**config.mk**
```make
export PLATFORM = sky130hd
export DESIGN_NAME = coin_dispense_sequencer
export DESIGN_NICKNAME = d
export VERILOG_FILES = /design/src/rtl/atm_pkg.sv /design/src/rtl/sync2.sv /design/src/rtl/coin_dispense_sequencer.sv
export SDC_FILE = /design/constraint.sdc
export NUM_CORES = 1
export LEC_CHECK = 0
export ABC_AREA = 1
export BUFFER_PORTS_ARGS = -buffer_cell sky130_fd_sc_hd__buf_2
export CAP_MARGIN = 20
export CORE_ASPECT_RATIO = 0.75
export CORE_MARGIN = 5
export CORE_UTILIZATION = 55
export DETAILED_ROUTE_END_ITERATION = 8
export PLACE_DENSITY = 0.81
export REMOVE_ABC_BUFFERS = 1
export SYNTH_ARGS = -nofsm -noshare
export SYNTH_HDL_FRONTEND = slang
export SYNTH_SLANG_ARGS = --single-unit
export TNS_END_PERCENT = 10
```
**constraint.sdc**
```tcl
create_clock -name clk -period 4 [get_ports clk]
set_clock_uncertainty 0.1 [all_clocks]
set_input_delay 0 -clock clk [delete_from_list [all_inputs] [get_ports clk]]
set_output_delay 0 -clock clk [all_outputs]
set_load 0.02 [all_outputs]
```
**src/rtl/atm_pkg.sv**
```systemverilog
// atm_pkg: shared state encoding and servo position constants for the ATM datapath
package atm_pkg;
   typedef enum logic [2:0] {
      IDLE       = 3'd0,
      BACK_ACK   = 3'd1,
      BACK_WAIT  = 3'd2,
      FRONT_ACK  = 3'd3,
      FRONT_WAIT = 3'd4,
      FIN        = 3'd5,
      ERR        = 3'd6
   } state_t;
   localparam logic SERVO_BACK  = 1'b1;
   localparam logic SERVO_FRONT = 1'b0;
endpackage

```
**src/rtl/sync2.sv**
```systemverilog
// sync2: two-flop synchroniser for an idle-high asynchronous level
module sync2 (
   input  logic clk,
   input  logic rst,
   input  logic d,
   output logic q
);
   logic m;
   // capture the raw level through two stages; reset reads as idle-high
   always_ff @(posedge clk or posedge rst)
      if (rst) {q, m} <= 2'b11;
      else {q, m} <= {m, d};
endmodule

```
**src/rtl/coin_dispense_sequencer.sv**
```systemverilog
// coin_dispense_sequencer: drives one back/front servo stroke per requested coin with handshake timeouts
module coin_dispense_sequencer
   import atm_pkg::*;
#(
   parameter int CNT_W       = 8,
   parameter int ACK_CYCLES  = 1000,
   parameter int MOVE_CYCLES = 40000000,
   parameter int TMR_W       = 26
) (
   input  logic             clk,
   input  logic             timerStart,
   input  logic             req_valid,
   input  logic [CNT_W-1:0] req_count,
   output logic             req_ready,
   input  logic             abort,
   input  logic             servo_back_done,
   input  logic             servo_front_done,
   output logic [31:0]      servo_ctrl,
   output logic             busy,
   output logic [CNT_W-1:0] dispensed,
   output logic             done_pulse,
   output logic             error
);
   state_t state, state_nx;
   logic [CNT_W-1:0] count, count_nx, dispensed_nx;
   logic [TMR_W-1:0] timer;
   logic servo, servo_nx, back_done, front_done, ack_to, move_to, last;

   sync2 u_back  (.clk(clk), .rst(timerStart), .d(servo_back_done),  .q(back_done));
   sync2 u_front (.clk(clk), .rst(timerStart), .d(servo_front_done), .q(front_done));

   assign ack_to     = timer == TMR_W'(ACK_CYCLES);
   assign move_to    = timer == TMR_W'(MOVE_CYCLES);
   assign last       = (dispensed + CNT_W'(1)) == count;
   assign req_ready  = state == IDLE;
   assign busy       = state != IDLE && state != ERR;
   assign done_pulse = state == FIN;
   assign error      = state == ERR;
   assign servo_ctrl = {31'b0, servo};

   // next state and next servo/count values; a done condition beats a timeout
   always_comb begin
      state_nx     = state;
      count_nx     = count;
      dispensed_nx = dispensed;
      servo_nx     = servo;
      case (state)
         IDLE: if (req_valid) begin
            count_nx     = req_count;
            dispensed_nx = '0;
            state_nx     = (req_count == '0) ? FIN : BACK_ACK;
            servo_nx     = (req_count == '0) ? SERVO_FRONT : SERVO_BACK;
         end
         BACK_ACK: state_nx = !back_done ? BACK_WAIT : (ack_to ? ERR : state);
         BACK_WAIT: if (back_done) begin
            state_nx = FRONT_ACK;
            servo_nx = SERVO_FRONT;
         end else if (move_to) state_nx = ERR;
         FRONT_ACK: state_nx = !front_done ? FRONT_WAIT : (ack_to ? ERR : state);
         FRONT_WAIT: if (front_done) begin
            dispensed_nx = dispensed + CNT_W'(1);
            state_nx     = last ? FIN : BACK_ACK;
            servo_nx     = last ? SERVO_FRONT : SERVO_BACK;
         end else if (move_to) state_nx = ERR;
         FIN: state_nx = IDLE;
         ERR: state_nx = abort ? IDLE : state;
         default: state_nx = IDLE;
      endcase
      if (state_nx == ERR) servo_nx = SERVO_FRONT;
   end

   // state, datapath and saturating timer that restarts on every state change
   always_ff @(posedge clk or posedge timerStart)
      if (timerStart) begin
         state     <= IDLE;
         count     <= '0;
         dispensed <= '0;
         servo     <= SERVO_FRONT;
         timer     <= '0;
      end else begin
         state     <= state_nx;
         count     <= count_nx;
         dispensed <= dispensed_nx;
         servo     <= servo_nx;
         timer     <= (state_nx != state) ? '0 : (&timer ? timer : timer + TMR_W'(1));
      end
endmodule

```
==> metrics.log, run 1 <==
INFO  metric signed_area_change_from_the_synthesized_netlist_to_the_final_layout = 7.98%
INFO  metric globalRouteTotalUtil = 21.3%
INFO  metric finalSetupTns = 0 ns
INFO  metric seq_power_share = 41.5%
INFO  metric timing.critical_path.from_type = register
INFO  metric root_buffer = clkbuf_8
INFO  metric design.portCount = 58
INFO  metric result_of_the_run = finished, final reports clean
INFO  metric netlist_instances = 503
INFO  metric fmax = 393 MHz
INFO  metric timing_worst_slew_pin_value = 0.750 ns
INFO  metric seq_area_frac_synth = 36.3%
INFO  metric drive_above_1_share = 12.4%
INFO  metric syn_area_per_cell = 6.89 µm²
INFO  metric end_kind = register
INFO  metric comb_power_share = 39.1%
INFO  metric clkLatencyLatePin = 0.30 ns
INFO  metric grt_antenna_before_repair = 0
INFO  metric dieWidth = 102 µm
INFO  metric tritoncts_clock_tree = yes
INFO  metric cts_htree_levels = 2
INFO  metric power_report.internal_total = 899 µW
INFO  metric nets = 557
INFO  metric top_signal_layer_used = met4
INFO  metric first_iter_violations = 360
INFO  metric gp_congestion = 0.966
INFO  metric setup_viol = 0
INFO  metric drt_pre_antenna_iters = 6
INFO  metric number_of_buffers_inserted_by_post_cts_setup_repair = 0
INFO  metric critPathLaunch = state[1]$_DFF_PP0_
INFO  metric post_synth_num_cell_types = 33
INFO  metric grt_overflow = 0
INFO  metric antennaDiodeCount = 0
INFO  metric drt-wirelength-per-cell = 13.2 µm
INFO  metric num_rows = 25
INFO  metric seq_cells_post_synth = 50
INFO  metric initial_utilization = 55.6%
INFO  metric max_slew_margin = 49.8%
INFO  metric timing.final.crit_period = 2.55 ns
INFO  metric final_max_slew_viol_count = 0
INFO  metric final_antenna_net_count = 0
INFO  metric fin_crit_sh = 63.7%
INFO  metric grt_start_max_net_pins = 51
INFO  metric drv_cap = 0
INFO  metric critical_path.reg2reg.startpoint = state[1]$_DFF_PP0_
INFO  metric hold_viol_final = 0
INFO  metric preCtsSetupSlack = 1.53 ns
INFO  metric design.die.area = 0.00800 mm²
INFO  metric wl_met1 = 3790 µm
INFO  metric powerDensity = 422 mW/mm²
INFO  metric timing.critical_path.required = 4.07 ns
INFO  metric cp_arrival = 2.62 ns
INFO  metric met2_wirelength = 3460 µm
INFO  metric layout.cell_area.non_filler = 0.00374 mm²
INFO  metric clkSlewWorstSetupHoldPaths = 0.09 ns
INFO  metric cts_num_sinks = 50
INFO  metric min_from = req_valid
INFO  metric post_cts_resize_count = 0
INFO  metric switching_share = 43.1%
INFO  metric dp_area = 0.00351 mm²
INFO  metric timing_worst_setup_path_type = reg -> reg
INFO  metric vias_per_cell = 5.18
INFO  metric place.port_buffers = 26
INFO  metric cts_max_path_buffers = 2
INFO  metric floorplan.core_area = 0.00622 mm²
INFO  metric cts_made_buffers = 5
INFO  metric post-layout-total-power = 1.58 mW
INFO  metric num-fill-cells = 553
INFO  metric total_of_warnings_raised_by_yosys = 0
INFO  metric synth.cell_area = 0.00346 mm²
INFO  metric leakage = 1.86 nW
INFO  metric worst_hold_slack = 0.103 ns
INFO  metric dr_total_vias = 3,224
INFO  metric power_switching = 680 µW
INFO  metric post-dp-hpwl = 6150 µm
INFO  metric route.met3.wl = 815 µm
INFO  metric first_global_vias = 2,924
INFO  metric residual_drc = 0
INFO  metric grt_pass1_wl = 13,600 µm
INFO  metric setup.reg_to_reg.worst_slack = 1.45 ns
INFO  metric rsz0062_at_grt = false
INFO  metric clockPowerShare = 19.3%
INFO  metric crit_fanout = 26
INFO  metric die_height = 78.7 µm
INFO  metric final_critical_path_setup_slack = 1.45 ns
INFO  metric hp-class = in -> reg
INFO  metric cts-hold-fix-buffers = 11
INFO  metric max-vdd-ir-drop = 257 µV
INFO  metric wl = 8190 µm
==> cells in the mapped netlist <==
library cell	count	area, µm²
a21oi_1	5	25.0
inv_2	4	15.0
nand3b_1	2	15.0
nor4_1	1	6.26
o22ai_1	7	43.8
clkbuf_1	1	3.75
nand2_1	124	465
nor3_1	14	70.1
conb_1	1	3.75
and2_1	1	6.26
buf_6	1	11.3
nand3_1	39	195
buf_4	33	248
dfrtp_1	46	1150
buf_12	1	20.0
nand2_4	3	33.8
a22oi_1	1	7.51
inv_1	67	251
nor2_1	76	285
xor2_1	11	96.3
dfstp_2	4	105
o21ai_0	23	115
buf_2	2	10.0
nand3_2	2	20.0
xnor2_1	1	8.76
nand2_2	5	31.3
o21ai_1	1	5.00
o21bai_1	1	7.51
nand4_1	10	62.6
nor2_2	10	62.6
ha_1	3	37.5
nand4_4	1	21.3
nor2_4	2	22.5
==> registers in the layout (all words and copies together) (netlist names) <==
register   flops
dispensed      8
u_front.q      1
timer         26
u_front.m      1
count          8
servo          1
u_back.q       1
u_back.m       1
state          3
==> critical path, stage by stage (launching register included) <==
cell and delay (ns):
dfrtp_1 0.44, nor2_1 0.19, nand2_1 0.09, nor2_1 0.58
inv_2 0.18, nand2_4 0.16, inv_2 0.06, nand2_1 0.07
a21oi_1 0.04, nand2_1 0.08, nor2_2 0.05, nand2_4 0.26
nor2_1 0.09
==> layout make-up <==
cell class	instances	area, µm²	area share [%]
timing repair buffer	38	260	6.96
clock buffer	6	82.6	2.21
multi-input combinational	374	1760	47.1
sequential	50	1260	33.6
clock inverter	2	12.5	0.335
inverter	71	267	7.13
tap	81	101	2.71
==> path summary, 6_finish.rpt <==
check | cells after the start | endpoint
max | 12 | timer[22]$_DFFE_PP0P_
min | 5 | count[6]$_DFFE_PP0P_
max reg2reg | 12 | timer[22]$_DFFE_PP0P_
min reg2reg | 0 | u_front.q$_DFF_PP1_
max in group asynchronous | 4 | u_back.q$_DFF_PP1_
min in group asynchronous | 3 | timer[18]$_DFFE_PP0P_
==> layout by cell type (no fill, tap or decap), types with 6 or more instances in the layout <==
cell           instances
buf_2                 26
clkbuf_8               6
conb_1                31
dfrtp_1               46
dlygate4sd3_1         11
inv_1                 66
nand2_1              124
nand3_1               39
nand4_1               10
nor2_1                76
nor2_2                10
nor3_1                14
o21ai_0               23
o22ai_1                7
xor2_1                11
==> power by group through the flow <==
stage          Clock [mW]  Sequential, mW  Combinational, mW
2_1_floorplan           0           0.654              0.442
3_3_place_gp            0           0.657              0.587
3_5_place_dp            0           0.661              0.599
4_1_cts             0.315           0.651              0.613
5_1_grt             0.340           0.664              0.701
6_report            0.305           0.656              0.617
==> per-stage QoR <==
step	std cells	utilization, %
2_1_floorplan	495	-
3_3_place_gp	602	56.5
3_5_place_dp	602	56.5
4_1_cts	621	59.8
5_1_grt	622	60.1
6_report	622	60.1
==> routing by layer <==
layer | vias up | GRT usage [%]
li1 | 1584 | -
met1 | 1459 | 31.2
met4 | 0 | 4.65
met3 | 14 | 4.74
met2 | 167 | 32.1
met5 | - | 0
==> logic make-up after synthesis <==
kind of cell | Yosys count | share of synthesized area (%)
AND/OR/NAND/NOR | 290 | 37.5
buffers and inverters | 109 | 16.1
flip-flops | 50 | 36.3
AO/OA/AOI/OAI | 38 | 5.89
XOR/XNOR | 12 | 3.03
adder cells (fa/ha/maj) | 3 | 1.08
other | 1 | 0.108
(Power assumes the default switching activity.)
==> run 2, diff against run 1 <==
--- a/config.mk
+++ b/config.mk
@@ -5,14 +5,14 @@
 export SDC_FILE = /design/constraint.sdc
 export NUM_CORES = 1
 export LEC_CHECK = 0
-export ABC_AREA = 1
+export ABC_AREA = 0
 export BUFFER_PORTS_ARGS = -buffer_cell sky130_fd_sc_hd__buf_2
 export CAP_MARGIN = 20
 export CORE_ASPECT_RATIO = 0.75
 export CORE_MARGIN = 5
 export CORE_UTILIZATION = 55
 export DETAILED_ROUTE_END_ITERATION = 8
-export PLACE_DENSITY = 0.81
+export PLACE_DENSITY = 0.82
 export REMOVE_ABC_BUFFERS = 1
 export SYNTH_ARGS = -nofsm -noshare
 export SYNTH_HDL_FRONTEND = slang
==> constraint.sdc (replaced) <==
create_clock -name clk -period 2.62 [get_ports clk]
set_clock_uncertainty 0.1 [all_clocks]
set_input_delay 0 -clock clk [delete_from_list [all_inputs] [get_ports clk]]
set_output_delay 0 -clock clk [all_outputs]
set_load 0.02 [all_outputs]
==> metrics.log, run 2 <==
INFO  metric result_of_the_run = finished, final reports clean
INFO  metric worst_hold_slack = 0.0784 ns (-0.0250 ns)
INFO  metric dr_total_vias = 2,580 (-20%)
INFO  metric first_iter_violations = 197 (-45%)
INFO  metric grt_pass1_wl = 10,900 µm (-20%)
INFO  metric syn_area_per_cell = 8.73 µm² (+27%)
INFO  metric postSynth.topFlopCell = dfrtp_1
INFO  metric cp_arrival = 2.47 ns (-0.15 ns)
INFO  metric crit_fanout = 7 (-73%)
INFO  metric synth.cell_area = 0.00303 mm² (-13%)
INFO  metric final_antenna_net_count = 0 (unchanged)
INFO  metric timing.critical_path.from_type = register
INFO  metric cts_max_path_buffers = 2 (unchanged)
INFO  metric grt_overflow = 0 (unchanged)
INFO  metric fin_crit_sh = 91.4% (+28 points)
INFO  metric design.die.area = 0.00711 mm² (-11%)
INFO  metric nets = 398 (-29%)
INFO  metric finalSetupTns = 0 ns (unchanged)
INFO  metric setup_viol = 0 (unchanged)
INFO  metric drt_pre_antenna_iters = 4 (-2)
INFO  metric grt_antenna_before_repair = 0 (unchanged)
INFO  metric hold_viol_final = 0 (unchanged)
INFO  metric netlist_instances = 347 (-31%)
INFO  metric cts_num_sinks = 50 (unchanged)
INFO  metric max_slew_margin = 63.9% (+14 points)
INFO  metric timing.final.crit_period = 2.39 ns (-0.153 ns)
INFO  metric cts_made_buffers = 5 (unchanged)
INFO  metric antennaDiodeCount = 0 (unchanged)
INFO  metric globalRouteTotalUtil = 19.6% (-1.7 points)
INFO  metric synth_top_cell_area_share = 38.0% (+4.7 points)
INFO  metric seq_area_frac_synth = 41.5% (+5.2 points)
INFO  metric tritoncts_clock_tree = yes
INFO  metric design.portCount = 58 (unchanged)
INFO  metric root_buffer = clkbuf_8
INFO  metric wl = 6700 µm (-18%)
INFO  metric hp-class = in -> async
INFO  metric signed_area_change_from_the_synthesized_netlist_to_the_final_layout = 10.5%
INFO  metric final_max_slew_viol_count = 0 (unchanged)
INFO  metric number_of_flops_mapped_to_enable_cells_by_yosys = 0 (unchanged)
INFO  metric leakage = 1.49 nW (-20%)
INFO  metric drt-wirelength-per-cell = 14.7 µm (+11%)
INFO  metric seq_cells_post_synth = 50 (unchanged)
INFO  metric vias_per_cell = 5.65 (+8.9%)
INFO  metric rsz0062_at_grt = false
INFO  metric mostFrequentLayoutCells = nand2_1 (49), dfrtp_1 (46), nor2_1 (33)
INFO  metric residual_drc = 0 (unchanged)
INFO  metric async_reset_ff_share = 100% (unchanged)
INFO  metric setup.reg_to_reg.worst_slack = 0.23 ns (-1.23 ns)
INFO  metric layout_top_registers = timer: 26 flops, count: 8 flops, dispensed: 8 flops
INFO  metric grt_start_max_net_pins = 51 (unchanged)
INFO  metric clkSlewWorstSetupHoldPaths = 0.10 ns (about the same)
INFO  metric total_of_warnings_raised_by_yosys = 0 (unchanged)
INFO  metric timing.critical_path.required = 2.69 ns (-1.38 ns)
INFO  metric max-vdd-ir-drop = 417 µV (+62%)
INFO  metric first_global_vias = 2,266 (-23%)
INFO  metric synth_largest_area_cell = dfrtp_1
INFO  metric cts_htree_levels = 2 (unchanged)
INFO  metric timing_worst_slew_pin_value = 0.537 ns (-0.212 ns)
INFO  metric post_synth_num_cell_types = 44 (+33%)
INFO  metric dieWidth = 95.7 µm (-5.8%)
INFO  metric layout.cells.most_common = nand2_1
INFO  metric number_of_buffers_inserted_by_post_cts_setup_repair = 0 (unchanged)
INFO  metric end_kind = register
INFO  metric gp_congestion = 0.915 (-5.2%)
INFO  metric r2r.worst_path.cells = 6 (-6)
INFO  metric initial_utilization = 56.6% (+0.98 points)
INFO  metric post-dp-hpwl = 4770 µm (-22%)
INFO  metric clkLatencyLatePin = 0.31 ns (about the same)
INFO  metric floorplan.core_area = 0.00535 mm² (-14%)
INFO  metric regToRegEndpoint = servo$_DFFE_PP0P_
INFO  metric drv_cap = 0 (unchanged)
INFO  metric yosys-top-cells-count = nand2_1 (49), dfrtp_1 (46), buf_4 (35)
INFO  metric place.port_buffers = 26 (unchanged)
INFO  metric final_cell_count_no_fill = 457 (-27%)
INFO  metric powerDensity = 746 mW/mm² (+77%)
INFO  metric die_height = 74.3 µm (-5.6%)
INFO  metric largest_register_ffs = 26 (unchanged)
INFO  metric timing_worst_setup_path_type = reg -> reg
INFO  metric netlist_top_cells_area = dfrtp_1 (38%), buf_4 (8.7%), nand2_1 (6.1%)
INFO  metric drive_above_1_share = 13.6% (+1.2 points)
INFO  metric place_inst = 437 (-27%)
INFO  metric fmax = 418 MHz (+6.4%)
INFO  metric num_rows = 23 (-8.0%)
INFO  metric max_flop_register = timer
INFO  metric synth_most_common_cell = nand2_1
INFO  metric critical_path.reg2reg.startpoint = dispensed[0]$_DFFE_PP0P_
==> run 2: repair_timing <==
item,4_1_cts,5_1_grt
hold buffers,11,0
endpoints found under the hold margin,56,0
resized for setup,0,0
==> run 2: per-stage QoR <==
step | area, µm² | util [%] | power (mW) | worst slack (ns)
finish | 3350 | 62.6 | 2.50 | 0.226
global route | 3350 | 62.6 | 2.65 | 0.00807
CTS | 3330 | 62.2 | 2.49 | 0.240
detailed placement | 3100 | 58.0 | 1.91 | 0.253
global placement | 3100 | 58.0 | 1.89 | 0.352
floorplan | 2840 | - | 1.59 | 0.331
==> run 2: kinds of logic (layout without fill, tap and decap cells) <==
kind of cell | after synthesis | in the layout | synth area share (%)
simple gates | 166 | 166 | 27.6
buf+inv | 53 | 58 | 11.1
flops | 50 | 50 | 41.5
compound gates | 42 | 42 | 9.08
xor+xnor | 30 | 30 | 8.67
fa+ha+maj | 3 | 3 | 1.24
mux | 2 | 2 | 0.702
other cells | 1 | 31 | 0.124
==> run 2: metal layers <==
metal	GRT usage [%]	vias to the layer above	wire (µm)
li1	-	1212	-
met1	30.0	1216	3120
met2	28.3	132	2920
met3	3.74	20	546
met4	5.52	0	112
met5	0	-	0
==> run 2: critical path: stages (launching register included) <==
cell	delay (ns)
dfrtp_1	0.46
ha_1	0.28
and3_1	0.26
nand3_1	0.13
or3_1	0.37
a2111oi_0	0.48
o21ai_0	0.18
==> run 2: report_power, final <==
part           internal, mW  switching (mW)  total, mW
Sequential            0.883           0.139       1.02
Combinational         0.343           0.568      0.911
Clock                 0.291           0.275      0.567
==> run 2: worst max-delay path by stage <==
stage                                   startpoint                     to  slack (ns)  depth (start not counted)
after floorplan              timer[19]$_DFFE_PP0P_  timer[24]$_DFFE_PP0P_        0.33                          7
after global placement       timer[12]$_DFFE_PP0P_   timer[6]$_DFFE_PP0P_        0.35                          7
after detailed placement  dispensed[0]$_DFFE_PP0P_      servo$_DFFE_PP0P_        0.25                          6
after CTS                 dispensed[0]$_DFFE_PP0P_      servo$_DFFE_PP0P_        0.24                          6
after global routing      dispensed[0]$_DFFE_PP0P_      servo$_DFFE_PP0P_       0.008                          6
final                     dispensed[0]$_DFFE_PP0P_      servo$_DFFE_PP0P_        0.23                          6
==> run 2: layout make-up <==
class / instances / area [µm²]
multi-input cells: 274 / 1550
clock inverters: 3 / 47.5
flip-flops and latches: 50 / 1260
inverters: 8 / 30.0
well taps: 75 / 93.8
fillers: 450 / 2000
clock buffers: 5 / 68.8
repair buffers: 42 / 303
==> run 3, diff against run 2 <==
--- a/config.mk
+++ b/config.mk
@@ -10,9 +10,9 @@
 export CAP_MARGIN = 20
 export CORE_ASPECT_RATIO = 0.75
 export CORE_MARGIN = 5
-export CORE_UTILIZATION = 55
+export CORE_UTILIZATION = 50
 export DETAILED_ROUTE_END_ITERATION = 8
-export PLACE_DENSITY = 0.82
+export PLACE_DENSITY = 0.76
 export REMOVE_ABC_BUFFERS = 1
 export SYNTH_ARGS = -nofsm -noshare
 export SYNTH_HDL_FRONTEND = slang
==> metrics.log, run 3 (synthesized netlist as in run 2, its figures left out) <==
INFO  metric first_global_vias = 2,366 (+4.4%)
INFO  metric hp-class = in -> async
INFO  metric root_buffer = clkbuf_8
INFO  metric fmax = 425 MHz (+1.7%)
INFO  metric drt-wirelength-per-cell = 14.4 µm (-1.7%)
INFO  metric drt_pre_antenna_iters = 4 (unchanged)
INFO  metric clkSlewWorstSetupHoldPaths = 0.09 ns (about the same)
INFO  metric first_iter_violations = 199 (+1.0%)
INFO  metric end_kind = register
INFO  metric cts_htree_levels = 2 (unchanged)
INFO  metric grt_antenna_before_repair = 0 (unchanged)
INFO  metric max-vdd-ir-drop = 455 µV (+9.0%)
INFO  metric num-fill-cells = 497 (+10%)
INFO  metric final_max_slew_viol_count = 0 (unchanged)
INFO  metric fin_crit_sh = 89.8% (-1.5 points)
INFO  metric leakage = 1.49 nW (about the same)
INFO  metric cpPeakStageDelay = 0.58 ns (+0.10 ns)
INFO  metric finalSetupTns = 0 ns (unchanged)
INFO  metric slowest_stage = dfrtp_1
INFO  metric route.met3.wl = 550 µm (+0.73%)
INFO  metric die_height = 77.4 µm (+4.2%)
INFO  metric vias_per_cell = 5.39 (-4.6%)
INFO  metric powerDensity = 743 mW/mm² (-0.48%)
INFO  metric floorplan.core_area = 0.00586 mm² (+9.4%)
INFO  metric grt_start_max_net_pins = 51 (unchanged)
INFO  metric hold_viol_final = 0 (unchanged)
INFO  metric cts_max_path_buffers = 2 (unchanged)
INFO  metric final_antenna_net_count = 0 (unchanged)
INFO  metric max_flop_register = timer
INFO  metric drv_cap = 0 (unchanged)
INFO  metric mostFrequentLayoutCells = nand2_1 (49), dfrtp_1 (46), nor2_1 (33)
INFO  metric grt_pass1_wl = 11,300 µm (+4.0%)
INFO  metric setup_viol = 0 (unchanged)
INFO  metric post-dp-hpwl = 4750 µm (-0.41%)
INFO  metric rsz0062_at_grt = false
INFO  metric signed_area_change_from_the_synthesized_netlist_to_the_final_layout = 11.1%
INFO  metric wl_met1 = 3240 µm (+3.7%)
INFO  metric wl = 6660 µm (-0.63%)
INFO  metric final_critical_path_setup_slack = 0.266 ns (+0.0403 ns)
INFO  metric result_of_the_run = finished, final reports clean
INFO  metric final_core_util = 57.5% (-5.1 points)
INFO  metric sequential_standard_cell_area = 0.00126 mm² (unchanged)
INFO  metric design.portCount = 58 (unchanged)
INFO  metric gp_congestion = 0.857 (-6.4%)
INFO  metric layout_top_registers = timer: 26 flops, count: 8 flops, dispensed: 8 flops
INFO  metric timing.critical_path.from_type = register
INFO  metric preCtsSetupSlack = 0.251 ns (-0.00171 ns)
INFO  metric final_cell_count_no_fill = 462 (+1.1%)
INFO  metric nets = 400 (+0.50%)
INFO  metric grt_overflow = 0 (unchanged)
INFO  metric tritoncts_clock_tree = yes
INFO  metric worst_hold_slack = 0.0944 ns (+0.0160 ns)
INFO  metric place.port_buffers = 26 (unchanged)
INFO  metric timing_worst_setup_path_type = reg -> reg
INFO  metric cts_num_sinks = 50 (unchanged)
INFO  metric clkLatencyLatePin = 0.31 ns (about the same)
INFO  metric num_rows = 24 (+4.3%)
INFO  metric critical_path.cell_chain = inv_1 -> or4_1 -> o21ai_0 -> a211oi_1 -> o21ai_2 -> buf_12 -> a221oi_1
INFO  metric timing.final.crit_period = 2.35 ns (-0.0403 ns)
INFO  metric largest_register_ffs = 26 (unchanged)
INFO  metric place_inst = 442 (+1.1%)
INFO  metric initial_utilization = 51.8% (-4.9 points)
INFO  metric timing.critical_path.required = 2.68 ns (about the same)
INFO  metric drive_above_1_share = 14.1% (+0.45 points)
INFO  metric residual_drc = 0 (unchanged)
INFO  metric globalRouteTotalUtil = 17.9% (-1.7 points)
INFO  metric layout.cells.most_common = nand2_1
INFO  metric cts_made_buffers = 5 (unchanged)
INFO  metric timing_worst_slew_pin_value = 0.515 ns (-0.0218 ns)
INFO  metric antennaDiodeCount = 0 (unchanged)
INFO  metric crit_fanout = 26 (+19)
INFO  metric dr_total_vias = 2,488 (-3.6%)
INFO  metric dieWidth = 99.9 µm (+4.4%)
INFO  metric multiInputGateArea = 0.00155 mm² (about the same)
INFO  metric top_signal_layer_used = met4
INFO  metric max_slew_margin = 65.5% (+1.6 points)
INFO  metric design.die.area = 0.00773 mm² (+8.8%)
INFO  metric met2_wirelength = 2820 µm (-3.4%)
INFO  metric cp_arrival = 2.41 ns (-0.06 ns)
run 3: layout make-up:
cell class / count / area share [%]
well taps: 78 / 2.90
flip-flops and latches: 50 / 37.3
clock buffers: 5 / 2.04
inverters: 8 / 0.892
clock inverters: 3 / 1.34
repair buffers: 44 / 9.44
multi-input cells: 274 / 46.1
run 3: stage by stage:
step	total power, mW	instance area (µm²)
2_1_floorplan	1.59	2840
3_3_place_gp	1.90	3120
3_5_place_dp	1.93	3120
4_1_cts	2.49	3350
5_1_grt	2.67	3370
6_report	2.50	3370
run 3: what timing repair did:
action                                  4_1_cts  5_1_grt
hold endpoints to repair                     56        0
hold buffers                                 11        0
setup buffers                                 0        0
endpoints found under the setup margin        0        2
resized for setup                             0        1
run 3: worst paths after layout:
check / start / to / slack, ns / cells past startpoint
max: state[1]$_DFF_PP0_ / timer[10]$_DFFE_PP0P_ / 0.27 / 7
min reg2reg: u_front.m$_DFF_PP1_ / u_front.q$_DFF_PP1_ / 0.26 / 0
max in group asynchronous: timerStart / u_back.q$_DFF_PP1_ / 1.77 / 4
min: timerStart / timer[20]$_DFFE_PP0P_ / 0.09 / 3
min in group clk: req_valid / count[4]$_DFFE_PP0P_ / 0.13 / 5
max reg2reg: state[1]$_DFF_PP0_ / timer[10]$_DFFE_PP0P_ / 0.27 / 7
run 3: critical path, delay by kind of cell, from the launching register on:
| family | cells | cell delay [ns] |
|---|---|---|
| flops | 1 | 0.58 |
| buf+inv | 2 | 0.40 |
| simple gates | 1 | 0.54 |
| compound gates | 4 | 0.58 |
run 3: routing by layer:
layer	global-route usage (%)	up-vias
li1	-	1222
met1	26.4	1167
met2	26.7	95
met3	4.12	4
met4	3.96	0
met5	0	-
run 3: power breakdown:
group	leakage (nW)	internal [mW]	total (mW)	switching, mW
clock network	0.0504	0.284	0.556	0.271
logic	0.778	0.346	0.918	0.572
registers	0.665	0.883	1.03	0.143
total	1.49	1.51	2.50	0.987
